<file path="src/rtl/keypad_entry_pkg.sv">
// Shared types and helpers for the keypad time-entry controller.
// Used by keypad_time_entry and keypad_edge_detect.
package keypad_entry_pkg;

    localparam int BCD_W = 4;
    localparam logic [7:0] HOUR_MAX   = 8'h23;
    localparam logic [7:0] MINSEC_MAX = 8'h59;

    typedef enum logic [1:0] {
        IDLE   = 2'd0,
        ENTRY  = 2'd1,
        COMMIT = 2'd2
    } entry_state_e;

    // Digits are valid BCD by construction, so nibble pairs compare as plain numbers.
    function automatic logic bcd_entry_valid(input logic [23:0] digits, input int ndigits);
        if (ndigits == 6) begin
            return (digits[23:16] <= HOUR_MAX) && (digits[15:8] <= MINSEC_MAX) &&
                   (digits[7:0] <= MINSEC_MAX);
        end
        return (digits[15:8] <= HOUR_MAX) && (digits[7:0] <= MINSEC_MAX);
    endfunction

endpackage

</file>
<file path="src/rtl/keypad_edge_detect.sv">
// Key/button event extraction: one-hot check and rising-edge pulses.
// KEYPAD_TIME_ENTRY_DEBOUNCE_EN adds a stability filter in front of the edge detect.
module keypad_edge_detect #(
    parameter int DEBOUNCE_CYC = 4
) (
    input  logic       clk,
    input  logic       reset,
    input  logic [9:0] keypad_buttons,
    input  logic       time_button,
    input  logic       alarm_button,
    output logic       key_event,
    output logic [3:0] key_digit,
    output logic       time_event,
    output logic       alarm_event
);
    logic [11:0] raw;
    logic [11:0] seen;
    logic [11:0] seen_q;
    logic        one_hot;

    if (DEBOUNCE_CYC < 1) begin : g_bad_debounce
        $error("DEBOUNCE_CYC must be at least 1");
    end

    assign raw = {alarm_button, time_button, keypad_buttons};

`ifdef KEYPAD_TIME_ENTRY_DEBOUNCE_EN
    localparam int CW = $clog2(DEBOUNCE_CYC + 1);
    logic [11:0]   raw_q;
    logic [11:0]   stable_q;
    logic [CW-1:0] cnt_q;

    // cnt_q counts consecutive cycles the whole pattern has held its value.
    always_ff @(posedge clk) begin
        if (reset) begin
            raw_q    <= '0;
            stable_q <= '0;
            cnt_q    <= '0;
        end else begin
            raw_q <= raw;
            if (raw != raw_q) begin
                cnt_q <= CW'(1);
            end else begin
                if (cnt_q < CW'(DEBOUNCE_CYC)) cnt_q <= cnt_q + 1'b1;
                if (cnt_q >= CW'(DEBOUNCE_CYC - 1)) stable_q <= raw;
            end
        end
    end

    assign seen = stable_q;
`else
    assign seen = raw;
`endif

    always_ff @(posedge clk) begin
        if (reset) seen_q <= '0;
        else       seen_q <= seen;
    end

    // An event needs an idle keypad beforehand, so chords and held keys never re-arm it.
    assign one_hot   = (seen[9:0] != 10'd0) && ((seen[9:0] & (seen[9:0] - 10'd1)) == 10'd0);
    assign key_event = one_hot && (seen_q[9:0] == 10'd0);

    always_comb begin
        key_digit = '0;
        for (int k = 0; k < 10; k++) begin
            if (seen[k]) key_digit = 4'(k);
        end
    end

    assign time_event  = seen[10] & ~seen_q[10];
    assign alarm_event = seen[11] & ~seen_q[11];

endmodule

</file>
<file path="src/rtl/keypad_time_entry.sv">
// Keypad entry controller: collects BCD digits, times out, validates and commits HH:MM[:SS].
// Optional KEYPAD_TIME_ENTRY_DEBOUNCE_EN debounces keys and buttons in keypad_edge_detect.
module keypad_time_entry
    import keypad_entry_pkg::*;
#(
    parameter int CLK_PER_SEC  = 256,
    parameter int TIMEOUT_SEC  = 10,
    parameter int NUM_DIGITS   = 4,
    parameter int DEBOUNCE_CYC = 4
) (
    input  logic                        clk,
    input  logic                        reset,
    input  logic [9:0]                  keypad_buttons,
    input  logic                        time_button,
    input  logic                        alarm_button,
    output logic [BCD_W*NUM_DIGITS-1:0] entry_digits,
    output logic [2:0]                  entry_count,
    output logic                        show_entry,
    output logic [BCD_W*NUM_DIGITS-1:0] load_value,
    output logic                        time_load,
    output logic                        alarm_load,
    output logic                        entry_error
);
    localparam int DW        = BCD_W * NUM_DIGITS;
    localparam int TMO_TOTAL = TIMEOUT_SEC * CLK_PER_SEC;
    localparam int TMO_W     = $clog2(TMO_TOTAL + 1);
    localparam logic [TMO_W-1:0] TMO_RELOAD = TMO_W'(TMO_TOTAL);

    localparam logic [1:0] S_IDLE   = 2'(IDLE);
    localparam logic [1:0] S_ENTRY  = 2'(ENTRY);
    localparam logic [1:0] S_COMMIT = 2'(COMMIT);

    if (NUM_DIGITS != 4 && NUM_DIGITS != 6) begin : g_bad_digits
        $error("NUM_DIGITS must be 4 or 6");
    end

    logic             key_event;
    logic [3:0]       key_digit;
    logic             time_event;
    logic             alarm_event;
    logic [1:0]       state_q;
    logic [TMO_W-1:0] tmo_q;
    logic [DW-1:0]    shifted;
    logic [23:0]      digits_ext;
    logic             commit_ok;

    keypad_edge_detect #(.DEBOUNCE_CYC(DEBOUNCE_CYC)) u_edge (
        .clk            (clk),
        .reset          (reset),
        .keypad_buttons (keypad_buttons),
        .time_button    (time_button),
        .alarm_button   (alarm_button),
        .key_event      (key_event),
        .key_digit      (key_digit),
        .time_event     (time_event),
        .alarm_event    (alarm_event)
    );

    assign shifted    = {entry_digits[DW-BCD_W-1:0], key_digit};
    assign digits_ext = 24'(entry_digits);
    assign commit_ok  = (entry_count == 3'(NUM_DIGITS)) && bcd_entry_valid(digits_ext, NUM_DIGITS);

    always_ff @(posedge clk) begin
        if (reset) begin
            state_q      <= S_IDLE;
            tmo_q        <= '0;
            entry_digits <= '0;
            entry_count  <= '0;
            show_entry   <= 1'b0;
            load_value   <= '0;
            time_load    <= 1'b0;
            alarm_load   <= 1'b0;
            entry_error  <= 1'b0;
        end else begin
            time_load   <= 1'b0;
            alarm_load  <= 1'b0;
            entry_error <= 1'b0;
            load_value  <= '0;
            case (state_q)
                S_IDLE: begin
                    if (key_event) begin
                        entry_digits <= shifted;
                        entry_count  <= 3'd1;
                        show_entry   <= 1'b1;
                        tmo_q        <= TMO_RELOAD;
                        state_q      <= S_ENTRY;
                    end
                end
                S_ENTRY: begin
                    // Buttons outrank a same-cycle key; time outranks alarm.
                    if (time_event || alarm_event) begin
                        state_q <= S_COMMIT;
                        if (commit_ok) begin
                            load_value <= entry_digits;
                            time_load  <= time_event;
                            alarm_load <= ~time_event;
                        end else begin
                            entry_error <= 1'b1;
                        end
                    end else if (key_event) begin
                        entry_digits <= shifted;
                        entry_count  <= (entry_count == 3'(NUM_DIGITS)) ? entry_count
                                                                        : entry_count + 3'd1;
                        tmo_q        <= TMO_RELOAD;
                    end else if (tmo_q <= TMO_W'(1)) begin
                        entry_digits <= '0;
                        entry_count  <= '0;
                        show_entry   <= 1'b0;
                        tmo_q        <= '0;
                        state_q      <= S_IDLE;
                    end else begin
                        tmo_q <= tmo_q - 1'b1;
                    end
                end
                S_COMMIT: begin
                    entry_digits <= '0;
                    entry_count  <= '0;
                    show_entry   <= 1'b0;
                    tmo_q        <= '0;
                    state_q      <= S_IDLE;
                end
                default: state_q <= S_IDLE;
            endcase
        end
    end

endmodule

</file>
<file path="config.mk">
export PLATFORM = sky130hd
export DESIGN_NAME = keypad_time_entry
export DESIGN_NICKNAME = d
export VERILOG_FILES = /design/src/rtl/keypad_entry_pkg.sv /design/src/rtl/keypad_edge_detect.sv /design/src/rtl/keypad_time_entry.sv
export SDC_FILE = /design/constraint.sdc
export NUM_CORES = 1
export LEC_CHECK = 0
export CORE_UTILIZATION = 55
export DETAILED_ROUTE_END_ITERATION = 10
export PLACE_DENSITY = 0.93
export SETUP_SLACK_MARGIN = 0.02
export SLEW_MARGIN = 10
export SYNTH_ARGS = -nofsm -noshare
export SYNTH_HDL_FRONTEND = slang
export SYNTH_HIERARCHICAL = 1
export SYNTH_SLANG_ARGS = --single-unit
</file>
<file path="constraint.sdc">
create_clock -name clk -period 5.7 [get_ports clk]
set_clock_uncertainty 0.2 [all_clocks]
set_input_delay 1.425 -clock clk [delete_from_list [all_inputs] [get_ports clk]]
set_output_delay 1.425 -clock clk [all_outputs]
set_load 0.005 [all_outputs]
</file>
==> results.py <==
metrics = {
    "timing": {
        "timing.final.crit_period_ns": 4.589,
        "worst_pin_slew_ns": 1.176,
        "holdWs_ns": 0.2844,
        "min_period_over_period": 0.8052,
        "setup_tns_ns": 0,
        "max_freq_ghz": 0.2179,
        "hold_violations": 0,
        "rsz0062_at_grt": "false",
        "setup_violations": 0,
        "slew_headroom": 0.2098,
        "slew_viol_final": 0,
    },
    "clock_tree": {
        "cts_sinks": 65,
        "clkLatencyLatePin_ns": 0.34,
        "cts_resized": 0,
        "clk_pin_slew_ns": 0.07,
        "clockBufferDepth": 2,
        "tritoncts": "yes",
        "cts_max_level": 3,
        "root_buffer": "clkbuf_8",
        "cts-buffers-inserted": 9,
        "hold_buffers": 0,
        "cts_setup_buffers": 0,
    },
    "final_layout": {
        "drive_above_1_share": 0.08684,
        "fin_util": 0.7631,
        "finalNetCount": 397,
        "area_delta_synth_final_pct": 30.81,
        "fill_cells": 309,
        "final_cells": 447,
        "diodes": 0,
        "stdcell_area_sq_um": 3676,
    },
    "synthesis": {
        "synth.distinct_cells": 58,
        "async_flop_share": 0,
        "synth.area.top_cells": "dfxtp_1, o21ai_0, nand4_1",
        "synth.avg_cell_area_sq_um": 8.755,
        "synth_top_area_cell": "dfxtp_1",
        "synth_edf_count": 0,
        "synth_area_sq_um": 2810,
        "syn_inst": 321,
        "synth_top_area_share": 0.4630,
        "yosysWarningCount": 6,
        "ys.flop_type": "dfxtp_1",
        "synth-seq-cells": 65,
        "seq_area_frac_synth": 0.4630,
    },
    "drt": {
        "firstDrtPassIters": 5,
        "final_antenna_net_count": 0,
        "routed_via_density": 6.130,
        "drc": 0,
        "vias": 2740,
        "wl_per_cell_microns": 16.69,
        "drt_iter0_markers": 392,
        "wl_mm": 7.462,
    },
    "place": {
        "gp_congestion": 0.8415,
        "dp_cells": 431,
        "place_area_sq_um": 3401,
        "dp.final_hpwl_mm": 4.611,
        "port_buffers": 52,
    },
    "grt": {
        "antenna_found_initial": 0,
        "grt_pass1_wl_mm": 11.89,
        "gr-total-overflow": 0,
        "track_usage": 0.2889,
        "grt_max_degree": 32,
        "grt_pass1_vias": 2549,
    },
    "critical_path": {
        "path_max_fanout": 10,
        "cp-start-kind": "input pin",
        "cp-end-kind": "flop",
        "worst-setup-path-type": "input pin to flop",
        "critPathRequiredTime_ns": 5.78,
        "crit_arrival_ns": 4.67,
    },
    "die": {
        "boundaryPins": 53,
        "dieWidth_microns": 73.48,
        "num_rows": 25,
        "dieArea_sq_um": 5399,
        "die_y_microns": 73.48,
        "start_util": 0.5834,
        "core_sq_um": 4817,
    },
    "power": {
        "p_per_area_nw_per_um2": 281.5,
        "vdd_ir_drop_max_mv": 0.1683,
        "leakagePower_nw": 1.398,
    },
    "job": {
        "drv_cap": 0,
    },
    "status": {
        "status": "complete, no violations",
    },
    "min_path": {
        "hold_path_class": "flop to flop",
    },
}
cells in the mapped netlist (3+ instances only):
cell type	count
nor2b_1	15
and3_1	3
and2_1	15
nand3_1	4
dfxtp_1	65
o21a_1	4
ha_1	8
o21ai_0	31
nor3_1	11
inv_1	11
nor4_1	8
nand4_1	18
clkbuf_1	13
nor2_1	20
a21oi_1	14
nand2b_1	3
nand2_1	25
path summary, 6_finish.rpt:
check	startpoint	end	slack [ns]	depth (start not counted)
setup / recovery	keypad_buttons[2]	tmo_q[11]$_SDFFE_PP0P_	1.11	13
hold / removal	tmo_q[11]$_SDFFE_PP0P_	tmo_q[11]$_SDFFE_PP0P_	0.28	1
setup reg to reg	u_edge/seen_q[0]$_SDFF_PP0_	tmo_q[11]$_SDFFE_PP0P_	2.39	12
hold reg to reg	tmo_q[11]$_SDFFE_PP0P_	tmo_q[11]$_SDFFE_PP0P_	0.28	1
cells in the final DEF (no fill, tap or decap), types with 11 or more instances in the layout:
cell              n
dfxtp_1          65
clkdlybuf4s50_1  52
o21ai_0          31
nand2_1          25
nor2_1           20
nand4_1          18
and2_1           15
nor2b_1          15
a21oi_1          14
inv_1            11
cell families (layout without fill, tap and decap cells):
kind of cell    after synthesis  after routing  share of synthesized area
flops                        65             65                     0.4630
mux                           1              1                   0.003562
simple gates                141            141                     0.2832
other cells                   1              3                   0.001334
buf+inv                      28             85                    0.04007
fa+ha+maj                    10             10                    0.04274
xor+xnor                      2              2                   0.006234
compound gates               73             73                     0.1598
where the power goes:
part / internal, W / switching [W] / total, W / leakage [nW]
sequential: 0.000460 / 0.00000163 / 0.000461 / 0.528
clock: 0.000349 / 0.000183 / 0.000532 / 0.137
combinational: 0.0000183 / 0.0000236 / 0.0000419 / 0.733
area by class of cell:
type | instances | area, sq um | area share
clock buffers | 10 | 137.6 | 0.03744
clock inverters | 6 | 137.6 | 0.03744
inverters | 11 | 41.29 | 0.01123
multi-input cells | 230 | 1409 | 0.3833
flip-flops and latches | 65 | 1301 | 0.3540
well taps | 67 | 83.83 | 0.02280
repair buffers | 58 | 565.5 | 0.1538
per-stage QoR:
step	power [W]	worst slack [ns]
2_1_floorplan	0.0004898	1.532
3_3_place_gp	0.0005094	1.132
3_5_place_dp	0.0005110	1.001
4_1_cts	0.001036	1.289
5_1_grt	0.001060	1.033
6_report	0.001035	1.111
per-layer routing:
| layer | share of wire | GRT usage |
|---|---|---|
| met4 | 0.040 | 0.1645 |
| met1 | 0.39 | 0.3436 |
| met2 | 0.48 | 0.4832 |
| met5 | 0 | 0 |
| met3 | 0.088 | 0.05898 |
flip-flops by register name, indices dropped and copies added, names as in the netlist:
register,count
show_entry,1
entry_count,3
entry_error,1
u_edge/seen_q,12
tmo_q,12
load_value,16
alarm_load,1
state_q,2
entry_digits,16
time_load,1
critical path: stages:
cell             delay (ns)
clkdlybuf4s50_1        0.53
nor3_4                 0.27
nand2b_1               0.13
a21oi_1                0.19
o21ai_0                0.12
a2111oi_1              0.45
buf_4                  0.23
nor2b_1                0.08
nor3_2                 0.43
buf_4                  0.27
nand4_1                0.12
o21ai_0                0.26
a31o_2                 0.14
Power figures use the tool's default switching activity.
